===== src/rtl/snake_body_update.sv =====
// Game-state core of the snake: multi-segment body, apple, score and speed level, advanced once per move frame.
// A move takes 3-5 cycles after the frame edge (MOV, COL, then GROW/SELF_BITE and HANDLED_COL); all outputs are registered.
module snake_body_update #(
   parameter int MAX_LEN    = 8,
   parameter int INIT_LEN   = 4,
   parameter int STEP       = 21,
   parameter int CEIL       = 143,
   parameter int INIT_SPEED = 16,
   parameter int MIN_SPEED  = 2,
   parameter int LVL_APPLES = 6,
   parameter int BLINK_RATE = 72
) (
   input  logic                         clk,
   input  logic                         rst,
   input  logic                         is_listening,
   input  logic                         apple_bite,
   input  logic [3:0]                   mv_dir,
   output logic [MAX_LEN*20-1:0]        snake_pos,
   output logic [MAX_LEN-1:0]           seg_valid,
   output logic [$clog2(MAX_LEN+1)-1:0] len,
   output logic [19:0]                  apple_pos,
   output logic                         vis_apple,
   output logic                         hCol,
   output logic [7:0]                   points,
   output logic                         game_over
);
   localparam int LEN_W = $clog2(MAX_LEN+1);
   localparam int FC_W  = $clog2(CEIL);
   localparam int SPD_W = $clog2(INIT_SPEED+1);
   localparam int LVL_W = (LVL_APPLES > 1) ? $clog2(LVL_APPLES) : 1;
   localparam logic [MAX_LEN-1:0] INIT_MASK = MAX_LEN'((64'd1 << INIT_LEN) - 64'd1);

   typedef enum logic [2:0] {IDLE, MOV, COL, GROW, SELF_BITE, HANDLED_COL} state_t;

   state_t                    state_q, state_d;
   logic [MAX_LEN-1:0][9:0]   pos_x_q, pos_x_d, pos_y_q, pos_y_d;
   logic [LEN_W-1:0]          len_q, len_d;
   logic [MAX_LEN-1:0]        seg_valid_q, seg_valid_d;
   logic [9:0]                apple_x_q, apple_x_d, apple_y_q, apple_y_d;
   logic [SPD_W-1:0]          speed_q, speed_d;
   logic [LVL_W-1:0]          lvl_q, lvl_d;
   logic [7:0]                points_q, points_d;
   logic [FC_W-1:0]           frame_ctr_q, frame_ctr_d, cur_frame_q, cur_frame_d;
   logic [2:0]                lfsr_q, lfsr_d;
   logic                      vis_q, vis_d, hcol_q, hcol_d, game_over_q, game_over_d;
   logic                      listen_dly_q, listen_dly_d, bite_dly_q, bite_dly_d;
   logic                      blink_hit_q, blink_hit_d;

   logic [FC_W-1:0]           spd_mask;
   logic [9:0]                nx, ny;
   logic                      onehot, hit, blink_now;

   function automatic logic [9:0] init_y(input int i);
      return 10'(400 + i*STEP);
   endfunction

   function automatic logic [19:0] apple_tab(input logic [2:0] idx);
      case (idx)
         3'd0:    return {10'd450, 10'd5};
         3'd1:    return {10'd150, 10'd200};
         3'd2:    return {10'd750, 10'd550};
         3'd3:    return {10'd10,  10'd10};
         3'd4:    return {10'd670, 10'd300};
         3'd5:    return {10'd275, 10'd500};
         3'd6:    return {10'd100, 10'd150};
         default: return {10'd400, 10'd300};
      endcase
   endfunction

   assign spd_mask = FC_W'(speed_q - 1'b1);

   always_comb begin
      state_d      = state_q;
      pos_x_d      = pos_x_q;
      pos_y_d      = pos_y_q;
      len_d        = len_q;
      apple_x_d    = apple_x_q;
      apple_y_d    = apple_y_q;
      speed_d      = speed_q;
      lvl_d        = lvl_q;
      points_d     = points_q;
      frame_ctr_d  = frame_ctr_q;
      cur_frame_d  = cur_frame_q;
      lfsr_d       = lfsr_q;
      vis_d        = vis_q;
      hcol_d       = hcol_q;
      game_over_d  = 1'b0;
      listen_dly_d = is_listening;
      bite_dly_d   = apple_bite;
      nx           = pos_x_q[0];
      ny           = pos_y_q[0];
      onehot       = 1'b1;
      hit          = 1'b0;

      if (is_listening && !listen_dly_q)
         frame_ctr_d = (frame_ctr_q == FC_W'(CEIL-1)) ? '0 : frame_ctr_q + 1'b1;

      // toggle only on entry into the blink condition, not while it holds
      blink_now   = (frame_ctr_q % FC_W'(BLINK_RATE)) == '0;
      blink_hit_d = blink_now;
      if (blink_now && !blink_hit_q)
         vis_d = ~vis_q;

      if (apple_bite && !bite_dly_q)
         hcol_d = 1'b0;

      case (state_q)
         IDLE: begin
            if (frame_ctr_q != cur_frame_q && (frame_ctr_q & spd_mask) == '0) begin
               cur_frame_d = frame_ctr_q;
               state_d     = MOV;
            end
         end
         MOV: begin
            case (mv_dir)
               4'b0001: ny = (pos_y_q[0] <= 10'd20)  ? 10'd600 : pos_y_q[0] - 10'(STEP);
               4'b0010: ny = (pos_y_q[0] >= 10'd580) ? 10'd0   : pos_y_q[0] + 10'(STEP);
               4'b0100: nx = (pos_x_q[0] <= 10'd20)  ? 10'd800 : pos_x_q[0] - 10'(STEP);
               4'b1000: nx = (pos_x_q[0] >= 10'd780) ? 10'd0   : pos_x_q[0] + 10'(STEP);
               default: onehot = 1'b0;
            endcase
            if (onehot) begin
               for (int i = 1; i < MAX_LEN; i++) begin
                  pos_x_d[i] = pos_x_q[i-1];
                  pos_y_d[i] = pos_y_q[i-1];
               end
               pos_x_d[0] = nx;
               pos_y_d[0] = ny;
            end
            state_d = COL;
         end
         COL: begin
            for (int i = 1; i < MAX_LEN; i++)
               if (LEN_W'(i) < len_q && pos_x_q[i] == pos_x_q[0] && pos_y_q[i] == pos_y_q[0])
                  hit = 1'b1;
            if (hit) begin
               state_d     = SELF_BITE;
               game_over_d = 1'b1;
            end else if (apple_bite) begin
               state_d = GROW;
            end else begin
               state_d = IDLE;
            end
         end
         GROW: begin
            {apple_x_d, apple_y_d} = apple_tab(lfsr_q);
            lfsr_d = {lfsr_q[1:0], lfsr_q[2] ^ lfsr_q[1]};
            // the shift already duplicated the old tail into pos[len]
            if (len_q < LEN_W'(MAX_LEN))
               len_d = len_q + 1'b1;
            if (points_q != 8'hFF)
               points_d = points_q + 8'd1;
            if (lvl_q == LVL_W'(LVL_APPLES-1)) begin
               lvl_d = '0;
               if (speed_q != SPD_W'(MIN_SPEED))
                  speed_d = speed_q >> 1;
            end else begin
               lvl_d = lvl_q + 1'b1;
            end
            state_d = HANDLED_COL;
         end
         SELF_BITE: begin
            for (int i = 0; i < MAX_LEN; i++) begin
               pos_x_d[i] = 10'd300;
               pos_y_d[i] = init_y(i);
            end
            len_d     = LEN_W'(INIT_LEN);
            apple_x_d = 10'd300;
            apple_y_d = 10'd200;
            speed_d   = SPD_W'(INIT_SPEED);
            lvl_d     = '0;
            points_d  = '0;
            hcol_d    = 1'b1;
            state_d   = IDLE;
         end
         HANDLED_COL: begin
            hcol_d  = 1'b1;
            state_d = IDLE;
         end
         default: state_d = IDLE;
      endcase

      for (int i = 0; i < MAX_LEN; i++)
         seg_valid_d[i] = LEN_W'(i) < len_d;
   end

   always_ff @(posedge clk or posedge rst) begin
      if (rst) begin
         state_q      <= IDLE;
         for (int i = 0; i < MAX_LEN; i++) begin
            pos_x_q[i] <= 10'd300;
            pos_y_q[i] <= init_y(i);
         end
         len_q        <= LEN_W'(INIT_LEN);
         seg_valid_q  <= INIT_MASK;
         apple_x_q    <= 10'd300;
         apple_y_q    <= 10'd200;
         speed_q      <= SPD_W'(INIT_SPEED);
         lvl_q        <= '0;
         points_q     <= '0;
         frame_ctr_q  <= '0;
         cur_frame_q  <= '0;
         lfsr_q       <= 3'b001;
         vis_q        <= 1'b1;
         hcol_q       <= 1'b1;
         game_over_q  <= 1'b0;
         listen_dly_q <= 1'b0;
         bite_dly_q   <= 1'b0;
         blink_hit_q  <= 1'b1;
      end else begin
         state_q      <= state_d;
         pos_x_q      <= pos_x_d;
         pos_y_q      <= pos_y_d;
         len_q        <= len_d;
         seg_valid_q  <= seg_valid_d;
         apple_x_q    <= apple_x_d;
         apple_y_q    <= apple_y_d;
         speed_q      <= speed_d;
         lvl_q        <= lvl_d;
         points_q     <= points_d;
         frame_ctr_q  <= frame_ctr_d;
         cur_frame_q  <= cur_frame_d;
         lfsr_q       <= lfsr_d;
         vis_q        <= vis_d;
         hcol_q       <= hcol_d;
         game_over_q  <= game_over_d;
         listen_dly_q <= listen_dly_d;
         bite_dly_q   <= bite_dly_d;
         blink_hit_q  <= blink_hit_d;
      end
   end

   always_comb begin
      snake_pos = '0;
      for (int i = 0; i < MAX_LEN; i++)
         snake_pos[i*20 +: 20] = {pos_x_q[i], pos_y_q[i]};
   end

   assign seg_valid = seg_valid_q;
   assign len       = len_q;
   assign apple_pos = {apple_x_q, apple_y_q};
   assign vis_apple = vis_q;
   assign hCol      = hcol_q;
   assign points    = points_q;
   assign game_over = game_over_q;

endmodule


===== config.mk =====
export PLATFORM = sky130hd
export DESIGN_NAME = snake_body_update
export DESIGN_NICKNAME = d
export VERILOG_FILES = /design/src/rtl/snake_body_update.sv
export SDC_FILE = /design/constraint.sdc
export NUM_CORES = 1
export LEC_CHECK = 0
export ABC_AREA = 1
export CORE_MARGIN = 10
export CORE_UTILIZATION = 50
export DETAILED_ROUTE_END_ITERATION = 7
export PLACE_DENSITY = 0.71
export SYNTH_ARGS = -nofsm -noshare
export SYNTH_HDL_FRONTEND = slang
export SYNTH_SLANG_ARGS = --single-unit

===== constraint.sdc =====
create_clock -name clk -period 10.55 [get_ports clk]
set_clock_uncertainty 0.2 [all_clocks]
set_input_delay 1.5825 -clock clk [delete_from_list [all_inputs] [get_ports clk]]
set_output_delay 1.5825 -clock clk [all_outputs]
set_load 0.05 [all_outputs]

==> Word level (Yosys, flattened, before mapping) <==
Index checks and enable logic that the tools add are counted.
{ "totals": {"register_bits": 236, "elab_cells": 184, "input_bits": 8, "out_inout_bits": 203} }
{ "op_classes": {"n_reduce_logical": 36, "bitwise": 3, "n_eq_ne": 41, "order_cmp": 20, "muxes": 41, "div": 1, "addsub": 9} }
{ "op_table": {"columns": ["cell", "n"], "rows": [
  ["$pmux 80 s2", 2],
  ["$mux 80", 2],
  ["$eq 10x10->1", 14],
  ["$pmux 20 s7", 1],
  ["$pmux 10 s2", 4],
  ["$mux 10", 4],
  ["$lt 3x4->1 const A", 8],
  ["$add 10x5->10 const B", 2],
  ["$ge 10x10->1 const B", 2],
  ["$le 10x5->1 const B", 2],
  ["$sub 10x5->10 const B", 2],
  ["$eq 3x3->1 const B", 6],
  ["$logic_and 1x1->1", 18],
  ["$add 8x1->8 const B", 2],
  ["$logic_not 8->1", 2],
  ["$lt 2x4->1 const A", 4],
  ["$mux 8", 2],
  ["$pmux 8 s2", 1],
  ["$mux 1", 14],
  ["$eq 3x2->1 const B", 4],
  ["$lt 1x4->1 const A", 3],
  ["$pmux 3 s4", 1],
  ["$mux 5", 2],
  ["$ne 2x2->1 const B", 5],
  ["31 further kinds", 44]
]} }

==> Longest topological paths before layout <==
{ "depth": {"depth_word": 13, "ltp_mapped": 14, "ltp_nobuf": 13} }

==> Least setup slack after synthesis <==
Ideal clock, no wire load.
{ "synth_timing": {"kind": "input -> register", "from": "input port mv_dir[3]", "to": "register pos_x_q (netlist bit snake_pos[152])", "arrival_ns": 2.783, "slack_ns": 7.490, "cell_stages": 11, "setup_time_ns": 0.076, "path_cell_list": "inv_2 -> nand2_1 -> nor3_4 -> nor2_2 -> nor2_8 -> inv_2 -> nand2_4 -> nor2_4 -> buf_4 -> buf_6 -> a22oi_2"} }
{ "synth_between": {"elab_chain_len": 6, "elab_cells_between_ends": 9} }
{ "synth_rtl": {"columns": ["item", "line", "rtl"], "rows": [
  ["start: declaration", "17", "input logic [3:0] mv_dir,"],
  ["$eq 4x4->1 (tied with other cells)", "115", "case (mv_dir)"],
  ["$reduce_or 4->1 (no source line) *", null, null],
  ["$mux 1 *", "115", null],
  ["$mux 1 *", "107", "case (state_q)"],
  ["$ne 2x2->1 (no source line) *", null, null],
  ["$reduce_and 2->1 (no source line) *", null, null],
  ["end signal: assignment", "212", "pos_x_q <= pos_x_d;"],
  ["end: declaration", "36", "logic [MAX_LEN-1:0][9:0] pos_x_q, pos_x_d, pos_y_q, pos_y_d;"]
]} }
Mark *: on every way between the ends. The rest lies on a longest branch, timed or not. The select of a mux whose other input is x is not followed.
A chain may end at the register's enable or synchronous reset.

==> Worst setup path in the final report <==
{ "layout_timing": {"from": "input port mv_dir[2]", "to": "register pos_x_q (netlist bit snake_pos[76])"} }
The elaborated chain is that of the path after synthesis.

==> metrics.md <==
| Metric | Value |
|---|---|
| Status | completed |
| Share of layout cells above drive strength 1 | 0.0925 |
| Final period demand of the worst path | about 4.5 ns |
| Mapped cell area | 13500 um2 |
| Yosys warns | 0 |
| Distinct cells, synth | 50 |
| Hpwl dp | roughly 37000 um |
| Worst Setup Start Kind | input pin |
| Adder-Cell Fraction of Synth Area | 0.0120 |
| # resized after CTS | 0 |
| CP endpoint kind | register |
| Die Ht | roughly 180 um |
| Via/cell ratio | approximately 5.8 |
| Max_slew headroom | 0.249 |
| CP arrival | 4.69 ns |
| Drt first pass iters | 8 |
| Synthesized area per cell | ~7.5 um2 |
| # H-tree levels | 1 |
| Comb power frac | 0.567 |
| Syn Inst Count | approximately 1.8k |
| Final #Nets | 2002 |
| Seq/Total Area, Yosys | 0.443 |
| TritonCTS Buffers | 26 |
| Clock tree buffer depth | 3 |
| GRT Overall Usage | 0.288 |
| Setup TNS | 0 ns |
| # diodes | 0 |
| Placement row count | 60 |
| Die area | 34000 um2 |
| Req. time, crit path | between 10 and 15 ns |
| Flop pwr share | 0.282 |
| DRC Markers | 0 |
| Crit share post-route | 0.429 |
| Max layer used | met4 |
| WL final | approximately 50000 um |
| P per Cell Area | 379 nW/um2 |
| Via count of the first global-routing pass | around 13k |
| CTS Sinks | 235 |
| Peak VDD IR | between 0.0002 and 0.00025 V |
| Port Buffers | 210 |
| Top Ports | ~210 |
| First-pass GRT wire length | around 76000 um |
| Hold Buf Count CTS | 0 |
| Simple-Gate Fraction of Synth Area | 0.265 |
| Number of enable flip-flop cells after synthesis | 0 |
| Switching part of the total | 0.533 |
| HP Class | register to register |
| Setup bufs post-CTS | 0 |
| Leak | ~8.1 nW |
| Worst Slack Setup Final | between 6 and 7 ns |
| Initial antenna violation count | 0 |
| P&R area growth vs syn | 22.6% |
| DRT iter0 DRCs | 1599 |
| Total congestion overflow | 0 |
| Wirelength per Cell | around 21 um |
| Post-synthesis register bit count | ~240 |
| Clock group share of total power | 0.151 |
| Root buf cell | clkbuf_16 |
| Final setup vio count | 0 |
| Predominant post-synthesis flop cell | dfrtp_1 |
| Reg2reg setup slack | roughly 7.4 ns |
| Vias | approximately 14k |
| Die W | ~180 um |
| Slew @ Worst Pin | 1.13 ns |
| Core Region | 26800 um2 |
| DR WL met3 | about 5400 um |
| Metal-1 WL | roughly 19000 um |
| Met2 WL | between 20000 and 25000 um |
| Worst Path Max Fanout | 72 |
| Routed Antenna Nets | 0 |
| RR Startpoint | state_q[2] |
| Main combinational cell family by area after synthesis | simple AND/OR/NAND/NOR gates |
| Final Hold Fails | 0 |
| Clk_lat worst skew | 0.54 ns |
| Switch Pwr | between 3 and 4 mW |
| Start point of the critical path | mv_dir[2] |
| Routability Congestion | between 1 and 1.5 |
| DP Worst Slack | around 5.5 ns |
| Reg clk slew, reported paths | roughly 0.06 ns |
| Unrepaired setup endpoints after global routing | false |
| Post-synth ARST share | 1.00 |
| Starting Density | 0.505 |
| Min-delay src | apple_x_q[1] |
| Syn_nets | ~1.8k |
| CTS tree | done |
| P_int | just under 3 mW |
| F_max | 0.221 GHz |
| Mux cell area share after synthesis | 0 |
| Synth Area in Compound Gates | 0.150 |
| Xor/xnor share of the synthesized area | 0.0298 |
| Max Slew Vio Count | 0 |
| Largest net degree at the start of global routing | around 160 |
| # Max-Cap Violations | 0 |
| WS Path Type | input pin to register |
| Fillers | between 2k and 2.5k |
routing by layer:
layer / vias to the layer above / track usage
li1: 6211 / -
met1: 6486 / 0.348
met2: 807 / 0.468
met3: 161 / 0.0740
met4: 0 / 0.145
met5: - / 0
power by group through the flow:
stage          sequential, mW  combinational (mW)  clock [mW]
6_report                 1.77                3.57       0.947
5_1_grt                  1.81                3.82       0.985
4_1_cts                  1.76                3.54       0.953
3_5_place_dp             1.76                3.52           0
3_3_place_gp             1.76                3.48           0
2_1_floorplan            2.51                1.55           0
placed cells by master, fill, tap and decap left out, drive strengths merged, types with 3 or more instances in the layout:
cell type        n
a21oi           33
a22oi           67
buf              5
clkbuf          38
clkdlybuf4s50  210
clkinv          11
dfrtp          145
dfstp           90
ha              13
inv            248
nand2          525
nand3           71
nand3b           3
nand4           28
nor2           202
nor3            25
nor4             4
o2111ai          3
o211ai           9
o21ai          114
o22ai           81
o31ai            3
or2              6
xnor2           29
xor2            17
registers in the layout, summed over array words and instances, names as in the netlist:
signal and flops:
apple_x_q 10, apple_y_q 10, bite_dly_q 1, blink_hit_q 1, cur_frame_q 8, frame_ctr_q 8
game_over 1, hCol 1, len 4, lfsr_q 3, listen_dly_q 1, lvl_q 3
points 8, seg_valid 7, snake_pos 160, speed_q 5, state_q 3, vis_apple 1
per-stage QoR:
stage	util	power, mW	hold WS, ns	cell area, um2	instances
finish	0.619	6.29	0.271	16600	2342
global route	0.619	6.61	0.295	16600	2342
CTS	0.619	6.25	0.281	16600	2342
detailed placement	0.585	5.28	0.265	15700	2294
global placement	0.585	5.25	0.258	15700	2294
floorplan	-	4.06	0.246	13500	1814
synthesized netlist by cell type, types with 2 or more instances:
| master | n | share of area |
|---|---|---|
| or2_1 | 2 | 0.00093 |
| o31ai_1 | 3 | 0.0017 |
| nor2_1 | 194 | 0.054 |
| a21oi_1 | 33 | 0.012 |
| a31o_2 | 2 | 0.0013 |
| clkinv_1 | 5 | 0.0014 |
| nor2_2 | 4 | 0.0019 |
| or2_2 | 4 | 0.0019 |
| buf_1 | 2 | 0.00056 |
| clkbuf_1 | 29 | 0.0081 |
| nor3b_1 | 2 | 0.0011 |
| a22oi_1 | 57 | 0.032 |
| o211ai_1 | 9 | 0.0050 |
| and3_1 | 2 | 0.00093 |
| nor3_4 | 2 | 0.0024 |
| buf_2 | 32 | 0.012 |
| nor4_1 | 4 | 0.0019 |
| nand4_1 | 28 | 0.013 |
| inv_2 | 14 | 0.0039 |
| xnor2_1 | 29 | 0.019 |
| o22ai_1 | 81 | 0.037 |
| nor2_4 | 3 | 0.0025 |
| dfrtp_1 | 145 | 0.27 |
| inv_1 | 233 | 0.065 |
| ha_1 | 13 | 0.012 |
| buf_6 | 8 | 0.0067 |
| xor2_1 | 17 | 0.011 |
| o21ai_0 | 109 | 0.040 |
| nand3b_1 | 3 | 0.0017 |
| nor3_1 | 23 | 0.0085 |
| nand3_1 | 70 | 0.026 |
| a22oi_2 | 10 | 0.0093 |
| dfstp_2 | 90 | 0.17 |
| o2111ai_1 | 3 | 0.0019 |
| nand2_1 | 523 | 0.15 |
| a211oi_1 | 2 | 0.0011 |
| a31oi_1 | 2 | 0.00093 |
| buf_4 | 5 | 0.0028 |
| a22o_1 | 2 | 0.0013 |
| o21ai_1 | 5 | 0.0019 |
cells by family (layout without fill, tap and decap cells):
group / after synthesis / count (layout)
fa+ha+maj: 13 / 13
buf+inv: 329 / 516
xor+xnor: 46 / 46
simple gates: 868 / 868
compound gates: 323 / 323
flops: 235 / 235
worst paths after layout:
kind                       cells after the start             to
max                                           12  snake_pos[76]
min                                            2   apple_x_q[1]
max reg2reg                                   11  snake_pos[76]
min reg2reg                                    2   apple_x_q[1]
max in group asynchronous                      3   snake_pos[5]
min in group asynchronous                      2  snake_pos[34]
critical path, cell delays in order:
cell and delay, ns:
clkdlybuf4s50_1 0.46, inv_1 0.09, nand2_1 0.10, nor3_4 0.37, nor2_2 0.12, nor2_8 0.22, inv_2 0.09, nand2_4 0.67
nor2_4 0.06, inv_2 0.07, buf_4 0.64, o22ai_1 0.16
final cells by class:
class | instances | area [um2] | area share
Sequential cell | 235 | 5990 | 0.361
Tap cell | 341 | 427 | 0.0257
Inverter | 253 | 960 | 0.0579
Clock inverter | 10 | 105 | 0.00634
Timing Repair Buffer | 215 | 2140 | 0.129
Multi-Input combinational cell | 1250 | 6170 | 0.372
Clock buffer | 38 | 787 | 0.0475
No activity file was read; power rests on OpenSTA's default activity.
